==> src/rtl/ssd_pkg.sv <==
// Shared types and constants for the seven-segment scan driver.
//   seg_t        : active-high segment vector {g,f,e,d,c,b,a}
//   SEG_BLANK    : active-low "all segments off" pattern
//   HEX_SEG_LUT  : hex digit -> active-high segment pattern
package ssd_pkg;

  typedef logic [6:0] seg_t;

  localparam seg_t SEG_BLANK = 7'h7F;

  localparam seg_t HEX_SEG_LUT [16] = '{
    7'h3F, 7'h06, 7'h5B, 7'h4F,   // 0 1 2 3
    7'h66, 7'h6D, 7'h7D, 7'h07,   // 4 5 6 7
    7'h7F, 7'h6F, 7'h77, 7'h7C,   // 8 9 A b
    7'h39, 7'h5E, 7'h79, 7'h71    // C d E F
  };

endpackage

==> src/rtl/ssd_scan_driver_if.sv <==
// Value-load bus into the scan driver.
//   val       : hex value, nibble i drives digit i
//   val_valid : load strobe for val and dp
//   dp        : per-digit decimal point enable, active high
interface ssd_scan_driver_if #(
  parameter int unsigned NUM_DIGITS = 8
);

  logic [4*NUM_DIGITS-1:0] val;
  logic                    val_valid;
  logic [NUM_DIGITS-1:0]   dp;

  modport master (output val, output val_valid, output dp);
  modport slave  (input  val, input  val_valid, input  dp);

endinterface

==> src/rtl/ssd_hex_decode.sv <==
// Combinational hex nibble to active-high segment decoder.
//   nibble : 4-bit hex digit
//   seg_c  : active-high segments {g,f,e,d,c,b,a}
module ssd_hex_decode
  import ssd_pkg::*;
(
  input  logic [3:0] nibble,
  output seg_t       seg_c
);

  assign seg_c = HEX_SEG_LUT[nibble];

endmodule

==> src/rtl/ssd_scan_driver.sv <==
// Time-multiplexed seven-segment display driver with frame-synchronous value
// update, per-digit decimal points, leading-zero blanking and PWM brightness.
//   clk, rst   : clock and synchronous active-high reset
//   load       : value-load bus (val, val_valid, dp)
//   blank_lz   : leading-zero blanking enable, taken at frame boundary
//   brightness : duty control, taken at frame boundary
//   cat, dp_n  : active-low segments and decimal point
//   an         : active-low anodes
//   frame_done : one-cycle pulse after the last cycle of each frame
module ssd_scan_driver
  import ssd_pkg::*;
#(
  parameter int unsigned NUM_DIGITS  = 8,
  parameter int unsigned REFRESH_DIV = 6250,
  parameter int unsigned BRIGHT_W    = 4
) (
  input  logic                  clk,
  input  logic                  rst,
  ssd_scan_driver_if.slave      load,
  input  logic                  blank_lz,
  input  logic [BRIGHT_W-1:0]   brightness,
  output logic [6:0]            cat,
  output logic                  dp_n,
  output logic [NUM_DIGITS-1:0] an,
  output logic                  frame_done
);

  localparam int unsigned SLOT_W  = (REFRESH_DIV > 1) ? $clog2(REFRESH_DIV) : 1;
  localparam int unsigned DIGIT_W = (NUM_DIGITS > 1) ? $clog2(NUM_DIGITS) : 1;
  localparam int unsigned THR_W   = $clog2(REFRESH_DIV) + BRIGHT_W + 1;
  localparam int unsigned VAL_W   = 4 * NUM_DIGITS;

  localparam logic [SLOT_W-1:0]  SLOT_LAST  = SLOT_W'(REFRESH_DIV - 1);
  localparam logic [DIGIT_W-1:0] DIGIT_LAST = DIGIT_W'(NUM_DIGITS - 1);
  localparam logic [THR_W-1:0]   THR_FULL   = THR_W'(REFRESH_DIV);

  logic [SLOT_W-1:0]     slot_cnt;
  logic [DIGIT_W-1:0]    digit;
  logic [VAL_W-1:0]      pend_val;
  logic [NUM_DIGITS-1:0] pend_dp;
  logic [VAL_W-1:0]      disp_val;
  logic [NUM_DIGITS-1:0] disp_dp;
  logic                  blank_lz_r;
  logic [THR_W-1:0]      threshold;

  logic                  slot_wrap;
  logic                  frame_end;
  logic [THR_W-1:0]      thr_next;
  logic [3:0]            nib [NUM_DIGITS];
  logic [NUM_DIGITS-1:0] blanked;
  logic [3:0]            cur_nib;
  seg_t                  cur_seg;
  logic                  lit;
  logic [NUM_DIGITS-1:0] an_next;

  assign slot_wrap = (slot_cnt == SLOT_LAST);
  assign frame_end = slot_wrap && (digit == DIGIT_LAST);

  // On-time in clk cycles per slot: (brightness+1)/2**BRIGHT_W of the slot.
  assign thr_next = THR_W'(((THR_W'(brightness) + THR_W'(1)) * THR_FULL) >> BRIGHT_W);

  // Digit i>0 is blank when it and every more-significant nibble are zero.
  for (genvar i = 0; i < NUM_DIGITS; i++) begin : g_digit
    assign nib[i] = disp_val[4*i +: 4];
    if (i == 0) begin : g_lsd
      assign blanked[i] = 1'b0;
    end else begin : g_upper
      assign blanked[i] = blank_lz_r && (disp_val[VAL_W-1:4*i] == '0);
    end
  end

  assign cur_nib = nib[digit];

  ssd_hex_decode u_hex_decode (
    .nibble (cur_nib),
    .seg_c  (cur_seg)
  );

  assign lit = (THR_W'(slot_cnt) < threshold) && !blanked[digit];

  // Only the scanned digit can pull its anode low.
  always_comb begin
    an_next = '1;
    if (lit) an_next[digit] = 1'b0;
  end

  // Slot and digit scan counters.
  always_ff @(posedge clk) begin
    if (rst) begin
      slot_cnt <= '0;
      digit    <= '0;
    end else begin
      slot_cnt <= slot_wrap ? '0 : slot_cnt + SLOT_W'(1);
      if (slot_wrap) digit <= (digit == DIGIT_LAST) ? '0 : digit + DIGIT_W'(1);
    end
  end

  // Pending capture on any strobe; display state swaps only at frame end,
  // with a strobe on that same cycle bypassing the pending registers.
  always_ff @(posedge clk) begin
    if (rst) begin
      pend_val   <= '0;
      pend_dp    <= '0;
      disp_val   <= '0;
      disp_dp    <= '0;
      blank_lz_r <= 1'b0;
      threshold  <= THR_FULL;
    end else begin
      if (load.val_valid) begin
        pend_val <= load.val;
        pend_dp  <= load.dp;
      end
      if (frame_end) begin
        disp_val   <= load.val_valid ? load.val : pend_val;
        disp_dp    <= load.val_valid ? load.dp  : pend_dp;
        blank_lz_r <= blank_lz;
        threshold  <= thr_next;
      end
    end
  end

  // Registered panel outputs, dark whenever no anode is lit.
  always_ff @(posedge clk) begin
    if (rst) begin
      an         <= '1;
      cat        <= SEG_BLANK;
      dp_n       <= 1'b1;
      frame_done <= 1'b0;
    end else begin
      an         <= an_next;
      cat        <= lit ? ~cur_seg : SEG_BLANK;
      dp_n       <= lit ? ~disp_dp[digit] : 1'b1;
      frame_done <= frame_end;
    end
  end

endmodule
==> src/flat_wrapper.sv <==
// flat-port wrapper written by rule: the top's interface ports become plain ports
module ssd_scan_driver_flat import ssd_pkg::*;
#(
  parameter int unsigned NUM_DIGITS  = 8,
  parameter int unsigned REFRESH_DIV = 6250,
  parameter int unsigned BRIGHT_W    = 4
)
  (clk, rst, blank_lz, brightness, cat, dp_n, an, frame_done, load_val, load_val_valid, load_dp);
  ssd_scan_driver_if #(.NUM_DIGITS(NUM_DIGITS)) load_i ();
  input  logic clk;
  input  logic rst;
  input  logic blank_lz;
  input  logic [BRIGHT_W-1:0] brightness;
  output logic [6:0] cat;
  output logic dp_n;
  output logic [NUM_DIGITS-1:0] an;
  output logic frame_done;
  input wire logic [$bits(load_i.val)-1:0] load_val;
  input wire logic [$bits(load_i.val_valid)-1:0] load_val_valid;
  input wire logic [$bits(load_i.dp)-1:0] load_dp;
  assign load_i.val = load_val;
  assign load_i.val_valid = load_val_valid;
  assign load_i.dp = load_dp;
  ssd_scan_driver #(.NUM_DIGITS(NUM_DIGITS), .REFRESH_DIV(REFRESH_DIV), .BRIGHT_W(BRIGHT_W)) u_core (.clk(clk), .rst(rst), .load(load_i), .blank_lz(blank_lz), .brightness(brightness), .cat(cat), .dp_n(dp_n), .an(an), .frame_done(frame_done));
endmodule
==> config.mk <==
export PLATFORM = sky130hd
export DESIGN_NAME = ssd_scan_driver_flat
export DESIGN_NICKNAME = d
export VERILOG_FILES = /design/src/rtl/ssd_pkg.sv /design/src/rtl/ssd_scan_driver_if.sv /design/src/rtl/ssd_hex_decode.sv /design/src/rtl/ssd_scan_driver.sv /design/src/flat_wrapper.sv
export SDC_FILE = /design/constraint.sdc
export NUM_CORES = 1
export LEC_CHECK = 0
export BUFFER_PORTS_ARGS = -buffer_cell sky130_fd_sc_hd__buf_4
export CAP_MARGIN = 20
export CORE_ASPECT_RATIO = 0.6
export CORE_UTILIZATION = 40
export DETAILED_ROUTE_END_ITERATION = 10
export PLACE_DENSITY = 0.61
export SYNTH_ARGS = -nofsm -noshare
export SYNTH_HDL_FRONTEND = slang
export SYNTH_SLANG_ARGS = --single-unit
==> constraint.sdc <==
create_clock -name clk -period 10.6 [get_ports clk]
set_clock_uncertainty 0.1 [all_clocks]
set_input_delay 1.06 -clock clk [delete_from_list [all_inputs] [get_ports clk]]
set_output_delay 1.06 -clock clk [all_outputs]
set_load 0.05 [all_outputs]
Word-level counts from Yosys, hierarchy flattened

Memories as Yosys holds them, arrays and structs flattened.
Index checks and enable logic that the tools add are counted.

Add/subtract/negate cells: 3
Multiply operators: 1
Div/mod/pow operators: 0
$lt $le $gt $ge: 5
Equal/unequal tests: 2
Shift operators: 0
Muxes and demuxes: 14
Bitwise logic cells: 6
Reductions and logical operators: 20

Operators with widths:

| operator                                                  | number |
|---|---|
| 2-to-1 mux 32 bit                                         | 1 |
| zero test 28 bit                                          | 1 |
| zero test 24 bit                                          | 1 |
| zero test 20 bit                                          | 1 |
| multiplier 18 x 12 -> 17 bit (second input constant)      | 1 |
| zero test 16 bit                                          | 1 |
| < comparator 13 x 14 -> 1 bit                             | 1 |
| 2-to-1 mux 7 bit                                          | 2 |
| adder 13 x 1 -> 13 bit (second input constant)            | 1 |
| equality test 13 bit (second input constant)              | 1 |
| binary-select mux 4 bit (select 3 bit)                    | 1 |
| zero test 12 bit                                          | 1 |
| logical AND 1 bit                                         | 10 |
| zero test 8 bit                                           | 1 |
| 2-to-1 mux 4 bit                                          | 2 |
| 2-to-1 mux 8 bit                                          | 1 |
| inverter 8 bit                                            | 1 |
| inverter 7 bit                                            | 1 |
| binary-select mux 1 bit (select 3 bit)                    | 2 |
| adder 4 x 1 -> 5 bit (second input constant)              | 1 |
| greater-or-equal comparator 5 bit (second input constant) | 1 |
| inverter 4 -> 5 bit                                       | 1 |
| greater-or-equal comparator 4 bit (second input constant) | 1 |
| zero test 4 bit                                           | 1 |
| other kinds (11)                                          | 15 |

Bits in registers: 128
Bits in latches: 0
RAM bits: 0
ROM bits: 112
Input port bits: 48
Memories kept: 1

Memory list:

| name             | depth | width | rd ports | clocked after Yosys merged registers in | write ports | line                 | source |
|---|---|---|---|---|---|---|---|
| (name not given) | 16    | 7     | 1        | 0                                       | 0           | ssd_hex_decode.sv:11 | `assign seg_c = HEX_SEG_LUT[nibble];` |

Depth between registers and ports, before layout

Depth after elaboration: 9
Gate-level depth with buffers: 15

Cells and area by module

A second synthesis with hierarchy kept.

Cell total of the unflattened synthesis: 690
Area, all modules: 6,427.4 um^2

Modules (own cells, without submodules):

| module          | times used | cells each | area an instance (um^2) | seq. area each (um^2) |
|---|---|---|---|---|
| ssd_scan_driver | 1          | 657        | 6,137.1                 | 2,562.5 |
| ssd_hex_decode  | 1          | 33         | 290.3                   | 0.0 |

Worst setup path before layout

No wires, ideal clock.

Path type: input port to flip-flop
Start point: in brightness[0]
End point: reg u_core.threshold[12]
Library setup time: 120 ps
Data arrival time: 3,973 ps
Data required time: 10,380 ps
Path slack: 6,408 ps
Stages on the path: 13
Path buffers: 0
Path through: ha_1 xor2_1 ha_1 xnor2_1 ha_1 ha_1 ha_1 a211oi_1 o211ai_1 a311oi_1 o21ai_0 xor2_1 a211o_1

Longest elaborated chain between the ends: 2

RTL lines:

| item                         | line                   | source |
|---|---|---|
| from (decl)                  | flat_wrapper.sv:13     | `input logic [BRIGHT_W-1:0] brightness;` |
| adder 4 x 1 -> 5 bit         | ssd_scan_driver.sv:60  | `assign thr_next = THR_W'(((THR_W'(brightness) + THR_W'(1)) * THR_FULL) >> BRIGHT_W);` |
| multiplier 18 x 12 -> 17 bit | ssd_scan_driver.sv:60  |  |
| to (signal assigned)         | ssd_scan_driver.sv:117 | `threshold <= thr_next;` |
| to (decl)                    | ssd_scan_driver.sv:44  | `logic [THR_W-1:0] threshold;` |

No other way between the ends.
A chain may end at the register's enable or synchronous reset.

Worst setup path after layout

Same ends and word-level chain as after synthesis.

==> results by group <==
Timing
  – Final hold viol count: 0
  – Worst Tran Pin Value: between 900 and 1000 ps
  – Final count of pins violating max slew: 0
  – Final setup TNS: 0 ps
  – Max_slew headroom: 34.4%
  – Final period demand of the worst path: around 4300 ps
  – Unrepaired setup endpoints after global routing: no
  – Endpoints failing setup: 0
  – F_max: 235 MHz
  – Period Utilization, post-route: 40.1%

Power
  – PD cells: around 170 mW/mm2
  – Total Power: between 1 and 1.5 mW
  – Static leakage: between 3 and 4 nW
  – Max IR drop VDD: approximately 0.000094 V

Placed design
  – RePlAce Congestion: approximately 0.89
  – Post-DP HPWL: approximately 11 mm
  – I/O Buffers: 64

Detailed routing
  – DR vias: 4925
  – Initial DRC count: 353
  – M1 WL: about 8.2 mm
  – Met3 wire length: around 1000 um
  – Routed wl met2: 5.40 mm
  – Final WL: 14.6 mm
  – Wirelength per Cell: about 16 um
  – Top Metal Used: met4
  – Post-DRT Antenna Nets: 0
  – DRC violations left: 0
  – First-pass iteration count of the detailed router: 5
  – Via density: around 5.3

Logic synthesis
  – EDFF count, synth: 0
  – Total of warnings raised by yosys: 0
  – Synthesized flop and latch total: 128
  – Asr flop ratio synth: 0%
  – Post-synthesis cell count: 670
  – Seq/Total Area, Yosys: 41.6%
  – Syn nets: 769
  – Mean Syn Cell Area: 9.20 um2
  – Synthesized area: roughly 0.0062 mm2
  – Main synth FF type: dfxtp_1
  – Synth unique cells: 56

Clock network
  – H-tree depth: 4
  – Clock sink total: 128
  – Worst-Skew Late Latency: 410 ps
  – Root Buffer: clkbuf_16
  – CTS tree: yes
  – Clock Tree Buf Depth: 2
  – Post-CTS sizing: 0
  – Post-CTS Setup Bufs: 0
  – Clk pin slew, worst setup/hold paths: roughly 50 ps
  – CTS Buf Count: 17
  – Hold_buf cts: 0

Final layout
  – Share of layout cells above drive strength 1: about 15%
  – Area Growth Syn to Fin: 19.9%
  – Commonest non-fill, non-tap cell in the layout: dfxtp_1
  – Reg area: between 0.002 and 0.003 mm2
  – Nets: slightly above 800
  – Final Core Density: between 50% and 60%
  – Area occupied by multi-input gates: 0.00331 mm2
  – Most frequent cells in the layout: dfxtp_1 (128), nor2_1 (120), buf_4 (67)
  – Antenna diodes: 0
  – FILL cells: between 1000 and 1500

Floorplan
  – Die Width: 162 um
  – Die Y: a little under 100 um
  – Standard-cell rows: 34
  – Initial Utilization: around two fifths
  – I/O pin count: between 60 and 70
  – Total die area: ~0.016 mm2
  – Core area: roughly 0.015 mm2

Global route
  – First-pass GRT wire length: between 20 and 25 mm
  – Pin count of the biggest net entering global routing: 95
  – Number of global-route vias before repair: approximately 4600
  – Initial antenna violation count: 0
  – Congestion Overflow GR: 0
  – Gr usage total: between 10% and 20%

Critical path
  – Type of origin of the critical path: input pin
  – R2R Path End: u_core.cat[1]$_SDFF_PP1_
  – Worst reg-to-reg setup slack: between 7000 and 8000 ps
  – Reg2reg start: u_core.digit[1]$_SDFFE_PP0P_
  – Worst EP arrival: around 4500 ps
  – Worst Path Max Fanout: 6
  – WS Path Type: input pin to flop
  – Crit path capture type: flop
  – Register-to-Register Path Depth: 5
  – Required time of the critical path: ~11000 ps

Min path
  – Min-delay src: u_core.threshold[4]$_SDFFE_PP0P_
  – HP Class: flop to flop
  – Min-Delay Path Depth: 2
  – Hold Crit Endpoint: u_core.threshold[4]$_SDFFE_PP0P_

Status
  – Status: completed

Flow run
  – Max_cap viols: 0
## cell type report
class                      count  share of cell area (%)
tap                          198                    3.35
clock inverter                13                    2.49
inverter                      34                    1.73
clock buffer                  19                    6.13
sequential                   128                    34.7
timing repair buffer          67                    6.81
multi-input combinational    468                    44.8
## layer usage
metal | GRT usage, % | vias up
met5 | 0 | -
met4 | 5.88 | 0
met3 | 4.25 | 10
met2 | 25.4 | 176
met1 | 31.5 | 2277
li1 | - | 2462
## worst max-delay path by stage
stage | start | to | cells past startpoint
2_1_floorplan | brightness[0] | u_core.threshold[12]$_SDFFE_PP1P_ | 13
3_3_place_gp | brightness[0] | u_core.threshold[12]$_SDFFE_PP1P_ | 14
3_5_place_dp | brightness[0] | u_core.threshold[12]$_SDFFE_PP1P_ | 14
4_1_cts | brightness[0] | u_core.threshold[12]$_SDFFE_PP1P_ | 14
5_1_grt | brightness[0] | u_core.threshold[13]$_SDFFE_PP0P_ | 13
6_report | brightness[0] | u_core.threshold[12]$_SDFFE_PP1P_ | 14
## synth_stat cells (all sizes together) (3+ instances only)
master	instances	area [um2]
nand4	4	25.0
and3	5	31.3
nor4	7	43.8
nand3	18	90.1
nand2	36	135
xnor2	17	149
mux4	5	113
nor2	120	450
clkbuf	25	93.8
a21o	6	45.0
o21ai	12	60.1
a211oi	45	338
dfxtp	128	2560
o221ai	4	41.3
inv	33	124
a21oi	22	110
o211ai	8	60.1
mux2i	54	541
xor2	8	70.1
ha	50	626
nand4b	3	26.3
buf	15	75.1
or2	3	18.8
nor2b	4	25.0
## power by group
group	total [mW]	switching (mW)	internal [mW]	leakage (nW)
sequential	0.497	0.00410	0.493	1.04
combinational	0.142	0.0822	0.0593	1.74
clock	0.626	0.220	0.406	0.306
## kinds of logic (layout without fill, tap and decap cells)
family	count (synthesis)	in the layout	share of synthesized area, %
flops	128	128	41.6
buf+inv	74	133	4.81
xor+xnor	25	25	3.55
fa+ha+maj	51	51	10.5
mux	61	61	11.0
compound gates	118	118	13.4
simple gates	213	213	15.3
## flip-flops by register name, indices dropped and copies added, names as in the netlist
signal / flops
u_core.digit: 3
u_core.an: 8
u_core.dp_n: 1
u_core.slot_cnt: 13
u_core.frame_done: 1
u_core.disp_dp: 8
u_core.pend_dp: 8
u_core.threshold: 14
u_core.pend_val: 32
u_core.disp_val: 32
u_core.cat: 7
u_core.blank_lz_r: 1
## critical path, cell delays in order
cell      delay, ps
buf_4           140
ha_1            220
xor2_1          290
ha_1            250
xnor2_1         130
ha_1            250
ha_1            280
ha_1            370
a211oi_1        360
o211ai_1        210
a311oi_1        290
o21ai_0         130
xor2_1          160
a211o_1         300
## per-stage QoR
stage	hold slack, ps	instances	setup WS [ps]	area [um2]
2_1_floorplan	332	670	6410	6170
3_3_place_gp	345	893	6040	6740
3_5_place_dp	349	893	5920	6740
4_1_cts	357	925	6330	7380
5_1_grt	375	927	6120	7390
6_report	358	927	6350	7390
(Power assumes the default switching activity.)
